**config.mk**
```make
export PLATFORM = sky130hd
export DESIGN_NAME = button_reader
export DESIGN_NICKNAME = d
export VERILOG_FILES = /design/src/rtl/button_reader.sv
export SDC_FILE = /design/constraint.sdc
export NUM_CORES = 1
export LEC_CHECK = 0
export BUFFER_PORTS_ARGS = -buffer_cell sky130_fd_sc_hd__buf_2
export CAP_MARGIN = 0
export CORE_ASPECT_RATIO = 0.9
export CORE_MARGIN = 3
export CORE_UTILIZATION = 58
export CTS_BUF_LIST = sky130_fd_sc_hd__clkbuf_16
export DETAILED_ROUTE_END_ITERATION = 10
export HOLD_SLACK_MARGIN = 0.1
export PLACE_DENSITY = 0.84
export SYNTH_ARGS = -nofsm -noshare
export SYNTH_HDL_FRONTEND = slang
export SYNTH_SLANG_ARGS = --single-unit
```
**constraint.sdc**
```tcl
create_clock -name clk -period 3.18 [get_ports clk]
set_input_delay 0.477 -clock clk [delete_from_list [all_inputs] [get_ports clk]]
set_output_delay 0.477 -clock clk [all_outputs]
set_load 0.005 [all_outputs]
```
**src/rtl/button_reader.sv**
```systemverilog
// Consumer end of the button-press FIFO: pops press codes into a hold register
// and exposes status, data and a saturating press count over a small MMIO window.
module button_reader #(
  parameter int unsigned DATA_WIDTH  = 4,
  parameter int unsigned COUNT_WIDTH = 16
) (
  input  logic                  clk,
  input  logic                  rst_n,
  output logic                  rd_en,
  input  logic [DATA_WIDTH-1:0] dout,
  input  logic                  empty,
  input  logic                  mmio_rd,
  input  logic                  mmio_wr,
  input  logic [1:0]            mmio_addr,
  output logic [31:0]           mmio_rdata
);

  localparam int unsigned RDATA_WIDTH = 32;
  localparam logic [1:0]  ADDR_STATUS = 2'd0;
  localparam logic [1:0]  ADDR_DATA   = 2'd1;
  localparam logic [1:0]  ADDR_COUNT  = 2'd2;

  typedef enum logic [1:0] {
    IDLE = 2'd0,
    POP  = 2'd1,
    WAIT = 2'd2,
    HOLD = 2'd3
  } state_t;

  state_t                   state;
  state_t                   state_next;
  logic [DATA_WIDTH-1:0]    hold_data;
  logic [COUNT_WIDTH-1:0]   count;
  logic                     hold_valid;
  logic                     data_rd;
  logic                     count_clr;
  logic                     capture;
  logic [RDATA_WIDTH-1:0]   rdata_next;

  // The hold register is valid exactly while the FSM sits in HOLD.
  assign hold_valid = (state == HOLD);
  assign data_rd    = mmio_rd && (mmio_addr == ADDR_DATA);
  assign count_clr  = mmio_wr && (mmio_addr == ADDR_COUNT);
  assign capture    = (state == WAIT);

  // Next-state and read-mux decode.
  always_comb begin
    state_next = state;
    rdata_next = '0;

    case (state)
      IDLE:    if (!empty) state_next = POP;
      POP:     state_next = WAIT;
      WAIT:    state_next = HOLD;
      HOLD:    if (data_rd) state_next = empty ? IDLE : POP;
      default: state_next = IDLE;
    endcase

    case (mmio_addr)
      ADDR_STATUS: rdata_next = RDATA_WIDTH'({~empty, hold_valid});
      ADDR_DATA:   rdata_next = hold_valid ? RDATA_WIDTH'(hold_data) : '0;
      ADDR_COUNT:  rdata_next = RDATA_WIDTH'(count);
      default:     rdata_next = '0;
    endcase
  end

  // rd_en is registered from the next state, so it is high exactly while state == POP.
  always_ff @(posedge clk or negedge rst_n) begin
    if (!rst_n) begin
      state <= IDLE;
      rd_en <= 1'b0;
    end else begin
      state <= state_next;
      rd_en <= (state_next == POP);
    end
  end

  always_ff @(posedge clk or negedge rst_n) begin
    if (!rst_n) begin
      hold_data <= '0;
    end else if (capture) begin
      hold_data <= dout;
    end
  end

  // Saturating press counter; a clear coinciding with a capture leaves one press counted.
  always_ff @(posedge clk or negedge rst_n) begin
    if (!rst_n) begin
      count <= '0;
    end else if (count_clr) begin
      count <= capture ? COUNT_WIDTH'(1) : '0;
    end else if (capture && (count != '1)) begin
      count <= count + COUNT_WIDTH'(1);
    end
  end

  always_ff @(posedge clk or negedge rst_n) begin
    if (!rst_n) begin
      mmio_rdata <= '0;
    end else if (mmio_rd) begin
      mmio_rdata <= rdata_next;
    end
  end

endmodule

```
==> qor.yml, run 1 <==
floorplanning:
  num_rows: 20
  die_h_um: 63.0
  pin_count: 44
  dieArea_um2: 4360
  coreArea_um2: 3430
  die_x_um: 69.3
  initial_core_util: 0.610
synth:
  ys_seq_area_frac: 0.467
  synth_ff_type: "dfrtp_1"
  synthDistinctLibCells: 45
  synth_compound_area_frac: 0.166
  synth_adder_area_share: 0.00598
  synthTopCellsByCount: "dfrtp_1, nand2_1, buf_4, a21oi_1, nand3_1"
  yosys_warnings: 0
  synth.most_common_cell: "dfrtp_1"
  yosysTopAreaCellShare: 0.467
  syn_inst: 230
  synthXorXnorAreaFrac: 0
  synthSimpleGateAreaFrac: 0.224
  async_reset_ff_frac: 1.00
  yosys.area.top_type: "dfrtp_1"
  synth_top_family_by_area: "simple AND/OR/NAND/NOR gates"
  muxShareOfSynthArea: 0.0245
  synth_edf_count: 0
  syn_area_um2: 2090
  synth_area_per_cell_um2: 9.09
  ys_top_cells_by_area: "dfrtp_1, buf_4, nand2_1, a21oi_1, nand3_1"
  ys_ff_latch: 39
cts:
  cts_buffers: 5
  cts_hold_buf: 0
  cts_tree: "built"
  cts_resized: 0
  clk_path_buf_depth: 2
  insertion_delay_ns: 0.28
  htreeDepth: 2
  postCtsSetupBuffers: 0
  clk_pin_slew_ns: 0.05
  root_buffer: "clkbuf_16"
  cts.sinks: 39
setup_path:
  crit_path_end_kind: "register"
  r2r_slack_ns: 1.12
  critPathKind: "reg2reg"
  path_buf_inv: 0
  cp-start-kind: "register"
  crit_start: "count[0]"
  r2r_end: "count[7]"
  cpPeakStageDelay_ns: 0.66
  critPathMaxFanout: 14
  crit_required_ns: 3.34
  critical_path.top_delay_family: "simple AND/OR/NAND/NOR gates"
  timing.rr.start: "count[0]"
  cp_slowest_cell: "nor4_4"
  worstPathCellList: "ha_1 -> nand3_2 -> nor4_4 -> a211oi_1 -> mux2_2"
  rr_worst_depth: 5
  arrival_ns: 2.22
status:
  status: "finished clean"
placement:
  globalplace.congestion: 0.819
  io_buffers: 27
  dp_slack_ns: 1.15
  dp_hpwl_um: 2910
pwr:
  p_leak_nw: 1.04
  swShare: 0.250
  power_frac_comb: 0.105
  peakVddDrop_v: 0.000225
  p_sw_w: 0.000287
  intPower_w: 0.000861
  pwr-share-seq: 0.496
  pwr-share-clk: 0.399
  powerDensity_nw_per_um2: 500
run:
  maxCapViolCount: 0
cells_and_area:
  fin_nets: 264
  antenna_cells: 0
  area_growth_pct: 9.87
  drive_above_1_share: 0.159
  register_area_um2: 976
  final_core_util: 0.670
  fillers: 275
  multiInputGateArea_um2: 941
global_routing:
  antenna_found_initial: 0
  grt_pass1_vias: 1538
  grt_max_degree: 40
  grt.overflow.total: 0
  track_usage: 0.212
  grt_pass1_wl_um: 7480
detailed_routing:
  wl_met2_um: 1980
  drc: 0
  drt_iter0_drc: 193
  wl_met3_um: 262
  vias_per_cell: 5.73
  ant_nets: 0
  via_count: 1696
  totalWireLength_um: 4200
  top_layer_used: "met4"
  wl_per_cell_um: 14.2
  dr.pass1.iters: 4
  met1_length_um: 1900
timing:
  slew_headroom: 0.441
  fin_crit_ns: 2.06
  slew_viol_final: 0
  finalCritPeriodShare: 0.648
  max_freq_ghz: 0.485
  rsz0062_at_grt: "no"
  fin_tns_setup_ns: 0
  finalSetupViolations: 0
  timing.final.ws_setup_ns: 1.12
  hold_violations: 0
  tightest_slew_ns: 0.839
  skew_ns: 0.00285
min_path:
  hp-class: "in2async"
-- cell type report --
class                   instances  area share
inverters                      13      0.0212
flip-flops and latches         39       0.425
clock inverters                 2     0.00381
repair buffers                 28      0.0621
multi-input cells             165       0.410
clock buffers                   5      0.0545
well taps                      44      0.0240
-- power by group through the flow --
stage          Combinational, W  Clock, W  Sequential [W]
6_report               0.000121  0.000458        0.000569
5_1_grt                0.000141  0.000485        0.000574
4_1_cts                0.000121  0.000460        0.000568
3_5_place_dp           0.000120         0        0.000577
3_3_place_gp           0.000116         0        0.000574
2_1_floorplan         0.0000927         0        0.000569
-- state kept, by name, summed over array words and instances, names as in the netlist --
name,cells
count,16
mmio_rdata,16
hold_data,4
state,2
rd_en,1
-- metal layers --
layer | vias up | GRT usage
met5 | - | 0
met4 | 0 | 0.0659
met3 | 5 | 0.0563
met2 | 62 | 0.318
met1 | 796 | 0.301
li1 | 833 | -
-- cell families (layout without fill, tap and decap cells) --
| logic type | Yosys count | after routing |
|---|---|---|
| flops | 39 | 39 |
| mux | 5 | 5 |
| buf+inv | 41 | 48 |
| other cells | 1 | 16 |
| fa+ha+maj | 1 | 1 |
| simple gates | 89 | 89 |
| compound gates | 54 | 54 |
-- placed cells by master (no fill, tap or decap), drive strengths merged, types with 4 or more instances in the layout --
cell     n
a21oi   17
o21ai   16
nand3   19
nor2    12
nand2   29
nand2b   5
buf     28
nand4    4
conb    16
mux2i    4
dfrtp   39
and3     4
inv     13
clkbuf   5
-- worst max path at each step --
| stage | to | slack [ns] | cells after the start |
|---|---|---|---|
| finish | count[7] | 1.12 | 5 |
| global route | count[7] | 0.93 | 5 |
| global placement | count[7] | 1.20 | 5 |
| CTS | count[7] | 1.14 | 5 |
| floorplan | count[0] | 1.57 | 6 |
| detailed placement | count[7] | 1.15 | 5 |
-- through the flow --
step	hold WS [ns]	cells	power [W]	area, um2
final	0.302	296	0.00115	2300
after global routing	0.385	296	0.00120	2300
after CTS	0.330	296	0.00115	2300
after detailed placement	0.463	289	0.000697	2160
after global placement	0.459	289	0.000690	2160
after floorplan	0.181	245	0.000662	2150
(Power assumes the default switching activity.)
==> inputs of run 2 (changes only) <==
--- a/config.mk
+++ b/config.mk
@@ -9,11 +9,11 @@
 export CAP_MARGIN = 0
 export CORE_ASPECT_RATIO = 0.9
 export CORE_MARGIN = 3
-export CORE_UTILIZATION = 58
+export CORE_UTILIZATION = 49
 export CTS_BUF_LIST = sky130_fd_sc_hd__clkbuf_16
 export DETAILED_ROUTE_END_ITERATION = 10
 export HOLD_SLACK_MARGIN = 0.1
-export PLACE_DENSITY = 0.84
+export PLACE_DENSITY = 0.76
 export SYNTH_ARGS = -nofsm -noshare
 export SYNTH_HDL_FRONTEND = slang
 export SYNTH_SLANG_ARGS = --single-unit
==> constraint.sdc (replaced) <==
create_clock -name clk -period 1.75 [get_ports clk]
set_input_delay 0.2625 -clock clk [delete_from_list [all_inputs] [get_ports clk]]
set_output_delay 0.2625 -clock clk [all_outputs]
set_load 0.005 [all_outputs]
==> qor.yml, run 2 (synthesis results as in run 1) <==
status:
  status: "finished clean"
cells_and_area:
  final_common_cell: "dfrtp_1"
  fin_nets: 285  # +8.0%
  finalInstanceArea_um2: 2530  # +10%
  register_area_um2: 976  # unchanged
  drive_above_1_share: 0.234  # +0.0748
  final_cell_mix: "dfrtp_1, nand2_1, buf_2, buf_4, a21oi_1"
  multiInputGateArea_um2: 955  # +1.5%
  area_growth_pct: 20.9
  antenna_cells: 0  # unchanged
  reg.largest.list: "count x16, mmio_rdata x16, hold_data x4"
  fillers: 332  # +21%
  final_core_util: 0.646  # -0.0242
setup_path:
  worstPathCellList: "ha_1 -> nand3_2 -> nor4_4 -> a2111oi_1 -> mux2i_1"
  cpPeakStageDelay_ns: 0.54  # -0.12 ns
  cp-start-kind: "register"
  rr_worst_depth: 5  # unchanged
  r2r_slack_ns: 0.01  # -1.11 ns
  critPathKind: "reg2reg"
  arrival_ns: 1.94  # -0.28 ns
  critical_path.top_delay_family: "compound AO/OA/AOI/OAI gates"
  r2r_end: "count[9]"
  critPathMaxFanout: 5  # -9
  timing.rr.start: "count[1]"
  crit_required_ns: 1.95  # -1.39 ns
  path_buf_inv: 0  # unchanged
  cp_slowest_cell: "a2111oi_1"
  crit_path_end_kind: "register"
  crit_start: "count[1]"
timing:
  fin_crit_ns: 1.74  # -0.324 ns
  whs_ns: 0.173  # -0.129 ns
  finalCritPeriodShare: 0.992  # +0.344
  slew_headroom: 0.666  # +0.225
  timing.final.ws_setup_ns: 0.0139  # -1.11 ns
  rsz0062_at_grt: "yes"
  slew_viol_final: 0  # unchanged
  tightest_slew_ns: 0.499  # -0.339 ns
  hold_violations: 0  # unchanged
  skew_ns: 0.00393  # +0.00109 ns
  max_freq_ghz: 0.576  # +19%
  finalSetupViolations: 0  # unchanged
min_path:
  worstHoldEndpoint: "hold_data[0]"
  holdPathStages: 3
  hp-class: "in2reg"
  min_from: "dout[0]"
detailed_routing:
  wl_per_cell_um: 14.6  # +3.1%
  met1_length_um: 2140  # +13%
  via_count: 1814  # +7.0%
  dr.pass1.iters: 4  # unchanged
  drc: 0  # unchanged
  ant_nets: 0  # unchanged
  wl_met3_um: 281  # +7.3%
  drt_iter0_drc: 122  # -37%
  vias_per_cell: 5.67  # -1.1%
  wl_met2_um: 2200  # +11%
  top_layer_used: "met4"
  totalWireLength_um: 4680  # +12%
run:
  maxCapViolCount: 0  # unchanged
cts:
  postCtsSetupBuffers: 0  # unchanged
  clk_pin_slew_ns: 0.06  # about the same
  cts.sinks: 39  # unchanged
  cts_tree: "built"
  cts_buffers: 5  # unchanged
  root_buffer: "clkbuf_16"
  clk_path_buf_depth: 2  # unchanged
  insertion_delay_ns: 0.28  # about the same
  htreeDepth: 2  # unchanged
pwr:
  peakVddDrop_v: 0.000431  # +91%
  powerDensity_nw_per_um2: 979  # +96%
  finalPower_w: 0.00247  # +120%
  p_leak_nw: 1.18  # +13%
floorplanning:
  coreArea_um2: 3920  # +14%
  initial_core_util: 0.534  # -0.0758
  pin_count: 44  # unchanged
  dieArea_um2: 5090  # +17%
  num_rows: 21  # +5.0%
  die_h_um: 68.0  # +8.0%
  die_x_um: 74.9  # +8.0%
placement:
  io_buffers: 27  # unchanged
  dp_hpwl_um: 3210  # +10%
  globalplace.congestion: 0.886  # +8.2%
  dp_slack_ns: 0.0796  # -1.08 ns
  post_dp_cell_area_um2: 2320  # +7.1%
global_routing:
  grt_max_degree: 40  # unchanged
  grt.overflow.total: 0  # unchanged
  grt_pass1_wl_um: 7420  # -0.83%
  track_usage: 0.192  # -0.0200
  antenna_found_initial: 0  # unchanged
  grt_pass1_vias: 1595  # +3.7%
[run 2: cell count changes in the layout (fill, tap and decap cells not counted), sizes merged]
cell         before  now
buf              28   48
inv              13   14
dlygate4sd3       0    1
clkinv            2    0
bufinv            0    2
[run 2: power breakdown]
part           internal [W]  switching (W)
sequential         0.000971      0.0000494
combinational      0.000124       0.000169
clock              0.000811       0.000350
[run 2: worst reg2reg max path, stage by stage (launching register included)]
cell and delay [ns]:
dfrtp_1 0.41, ha_1 0.23, nand3_2 0.16, nor4_4 0.07, a2111oi_1 0.54, mux2i_1 0.25
[run 2: worst max-delay path by stage]
| stage | slack [ns] | depth (start not counted) | end |
|---|---|---|---|
| 6_report | 0.01 | 5 | count[9] |
| 5_1_grt | -0.1 | 5 | count[9] |
| 4_1_cts | 0.007 | 6 | count[6] |
| 3_5_place_dp | 0.08 | 6 | count[0] |
| 3_3_place_gp | 0.11 | 4 | count[15] |
| 2_1_floorplan | 0.14 | 6 | count[0] |
[run 2: repair_timing]
item / in CTS / in global routing
hold buffers: 1 / 0
hold endpoints to repair: 39 / 0
endpoints found under the setup margin: 0 / 14
gates resized for setup: 0 / 4
[run 2: final cells by class]
type	instances	share of cell area
clock buffers	5	0.0495
clock inverters	3	0.0252
inverters	13	0.0193
multi-input cells	165	0.378
flip-flops and latches	39	0.386
well taps	46	0.0228
repair buffers	49	0.120
[run 2: stage by stage]
stage | cells | setup TNS, ns
2_1_floorplan | 245 | 0
3_5_place_dp | 311 | 0
4_1_cts | 320 | 0
6_report | 320 | 0
5_1_grt | 320 | -0.172
3_3_place_gp | 311 | 0
[run 2: layer usage]
| layer | up-vias | GRT usage |
|---|---|---|
| met4 | 0 | 0.0778 |
| met2 | 68 | 0.291 |
| met3 | 7 | 0.0441 |
| met1 | 870 | 0.264 |
| met5 | - | 0 |
| li1 | 869 | - |
==> inputs of run 3 (changes only) <==
--- a/config.mk
+++ b/config.mk
@@ -5,9 +5,10 @@
 export SDC_FILE = /design/constraint.sdc
 export NUM_CORES = 1
 export LEC_CHECK = 0
+export ABC_CLOCK_PERIOD_IN_PS = 1750
 export BUFFER_PORTS_ARGS = -buffer_cell sky130_fd_sc_hd__buf_2
 export CAP_MARGIN = 0
-export CORE_ASPECT_RATIO = 0.9
+export CORE_ASPECT_RATIO = 1.5
 export CORE_MARGIN = 3
 export CORE_UTILIZATION = 49
 export CTS_BUF_LIST = sky130_fd_sc_hd__clkbuf_16
==> qor.yml, run 3 (synthesis results as in run 1) <==
status:
  status: "finished clean"
detailed_routing:
  vias_per_cell: 5.60  # -1.2%
  drc: 0  # unchanged
  dr.pass1.iters: 4  # unchanged
  ant_nets: 0  # unchanged
  via_count: 1776  # -2.1%
  totalWireLength_um: 4750  # +1.4%
  drt_iter0_drc: 52  # -57%
  wl_per_cell_um: 15.0  # +2.4%
setup_path:
  arrival_ns: 1.85  # -0.09 ns
  crit_required_ns: 1.96  # about the same
  cp-start-kind: "register"
  crit_path_end_kind: "register"
  cp_slowest_cell: "dfrtp_1"
  path_buf_inv: 1  # +1
  critPathMaxFanout: 6  # +1
  worstPathCellList: "ha_1 -> nand3_2 -> nor4_4 -> buf_4 -> or4_1 -> a21oi_1"
  cpPeakStageDelay_ns: 0.40  # -0.14 ns
  critical_path.top_delay_family: "simple AND/OR/NAND/NOR gates"
  critPathKind: "reg2reg"
cts:
  root_buffer: "clkbuf_16"
  clk_pin_slew_ns: 0.06  # about the same
  clk_path_buf_depth: 2  # unchanged
  cts_buffers: 5  # unchanged
  insertion_delay_ns: 0.29  # about the same
  cts.sinks: 39  # unchanged
  htreeDepth: 2  # unchanged
  postCtsSetupBuffers: 0  # unchanged
  cts_tree: "built"
cells_and_area:
  finalNonFillerCells: 317  # -0.94%
  fillers: 363  # +9.3%
  fin_nets: 284  # -0.35%
  multiInputGateArea_um2: 957  # +0.26%
  antenna_cells: 0  # unchanged
  register_area_um2: 976  # unchanged
  final_common_cell: "dfrtp_1"
  reg.largest.list: "count x16, mmio_rdata x16, hold_data x4"
  area_growth_pct: 20.0
  final_cell_mix: "dfrtp_1, nand2_1, buf_2, buf_4, a21oi_1"
  drive_above_1_share: 0.235  # +0.00172
pwr:
  peakVddDrop_v: 0.000772  # +79%
  p_leak_nw: 1.16  # -1.8%
  powerDensity_nw_per_um2: 925  # -5.5%
timing:
  whs_ns: 0.161  # -0.0117 ns
  finalSetupViolations: 0  # unchanged
  slew_headroom: 0.639  # -0.0270
  tightest_slew_ns: 0.541  # +0.0418 ns
  hold_violations: 0  # unchanged
  fin_tns_setup_ns: 0  # unchanged
  finalCritPeriodShare: 0.939  # -0.0527
  fin_crit_ns: 1.64  # -0.0923 ns
  max_freq_ghz: 0.608  # +5.6%
  slew_viol_final: 0  # unchanged
  rsz0062_at_grt: "no"
  skew_ns: 0.00539  # +0.00146 ns
floorplanning:
  dieArea_um2: 5100  # +0.29%
  die_x_um: 59.3  # -21%
  num_rows: 28  # +33%
  coreArea_um2: 4030  # +2.9%
  die_h_um: 86  # +27%
  initial_core_util: 0.519  # -0.0151
  pin_count: 44  # unchanged
placement:
  globalplace.congestion: 0.933  # +5.3%
  dp_cells: 309  # -0.64%
  dp_hpwl_um: 3420  # +6.5%
  io_buffers: 27  # unchanged
global_routing:
  antenna_found_initial: 0  # unchanged
  grt.overflow.total: 0  # unchanged
  track_usage: 0.213  # +0.0212
  grt_pass1_wl_um: 8280  # +12%
  grt_max_degree: 33  # -18%
  grt_pass1_vias: 1840  # +15%
run:
  maxCapViolCount: 0  # unchanged
min_path:
  hp-class: "in2reg"
## run 3: what timing repair did
action	4_1_cts	5_1_grt
endpoints found under the hold margin	19	0
setup endpoints to repair	1	13
pin swaps	0	1
hold buffers	1	0
gates resized for setup	1	5
## run 3: area by class of cell
| type | instances | area share |
|---|---|---|
| Clock inverter | 2 | 0.0150 |
| Timing Repair Buffer | 48 | 0.123 |
| Inverter | 13 | 0.0195 |
| Multi-Input combinational cell | 165 | 0.382 |
| Tap cell | 45 | 0.0224 |
| Sequential cell | 39 | 0.389 |
| Clock buffer | 5 | 0.0499 |
## run 3: layer usage
metal	share of wire	wire length, um	vias up	track usage
met5	0	0	-	0
met4	0.017	82	0	0.105
met3	0.048	227	7	0.0316
met2	0.55	2630	43	0.394
met1	0.38	1810	857	0.224
li1	-	-	869	-
## run 3: tightest hold or removal path, cell delays in order
cell     delay [ns]
buf_2          0.07
nand2_1        0.04
nand2_1        0.04
## run 3: path summary, 6_finish.rpt
check / cells after the start / endpoint / slack (ns) / from
hold reg to reg: 2 / hold_data[0] / 0.47 / hold_data[0]
hold / removal: 3 / hold_data[1] / 0.16 / dout[1]
setup / recovery: 6 / count[11] / 0.11 / count[1]
max in group asynchronous: 3 / count[7] / 0.82 / rst_n
setup reg to reg: 6 / count[11] / 0.11 / count[1]
min in group asynchronous: 2 / mmio_rdata[14] / 0.46 / rst_n
## run 3: power breakdown
part	switching, W	internal, W	total [W]
Clock	0.000354	0.000664	0.00102
Combinational	0.000158	0.000124	0.000283
Sequential	0.0000485	0.000970	0.00102
## run 3: through the flow
stage	util	setup WS, ns	total power, W	instance area, um2
CTS	0.619	0.0114	0.00233	2490
finish	0.623	0.106	0.00232	2510
detailed placement	0.576	0.0252	0.00131	2320
global placement	0.576	0.0885	0.00130	2320
floorplan	-	0.141	0.00120	2150
global route	0.623	0.00724	0.00242	2510
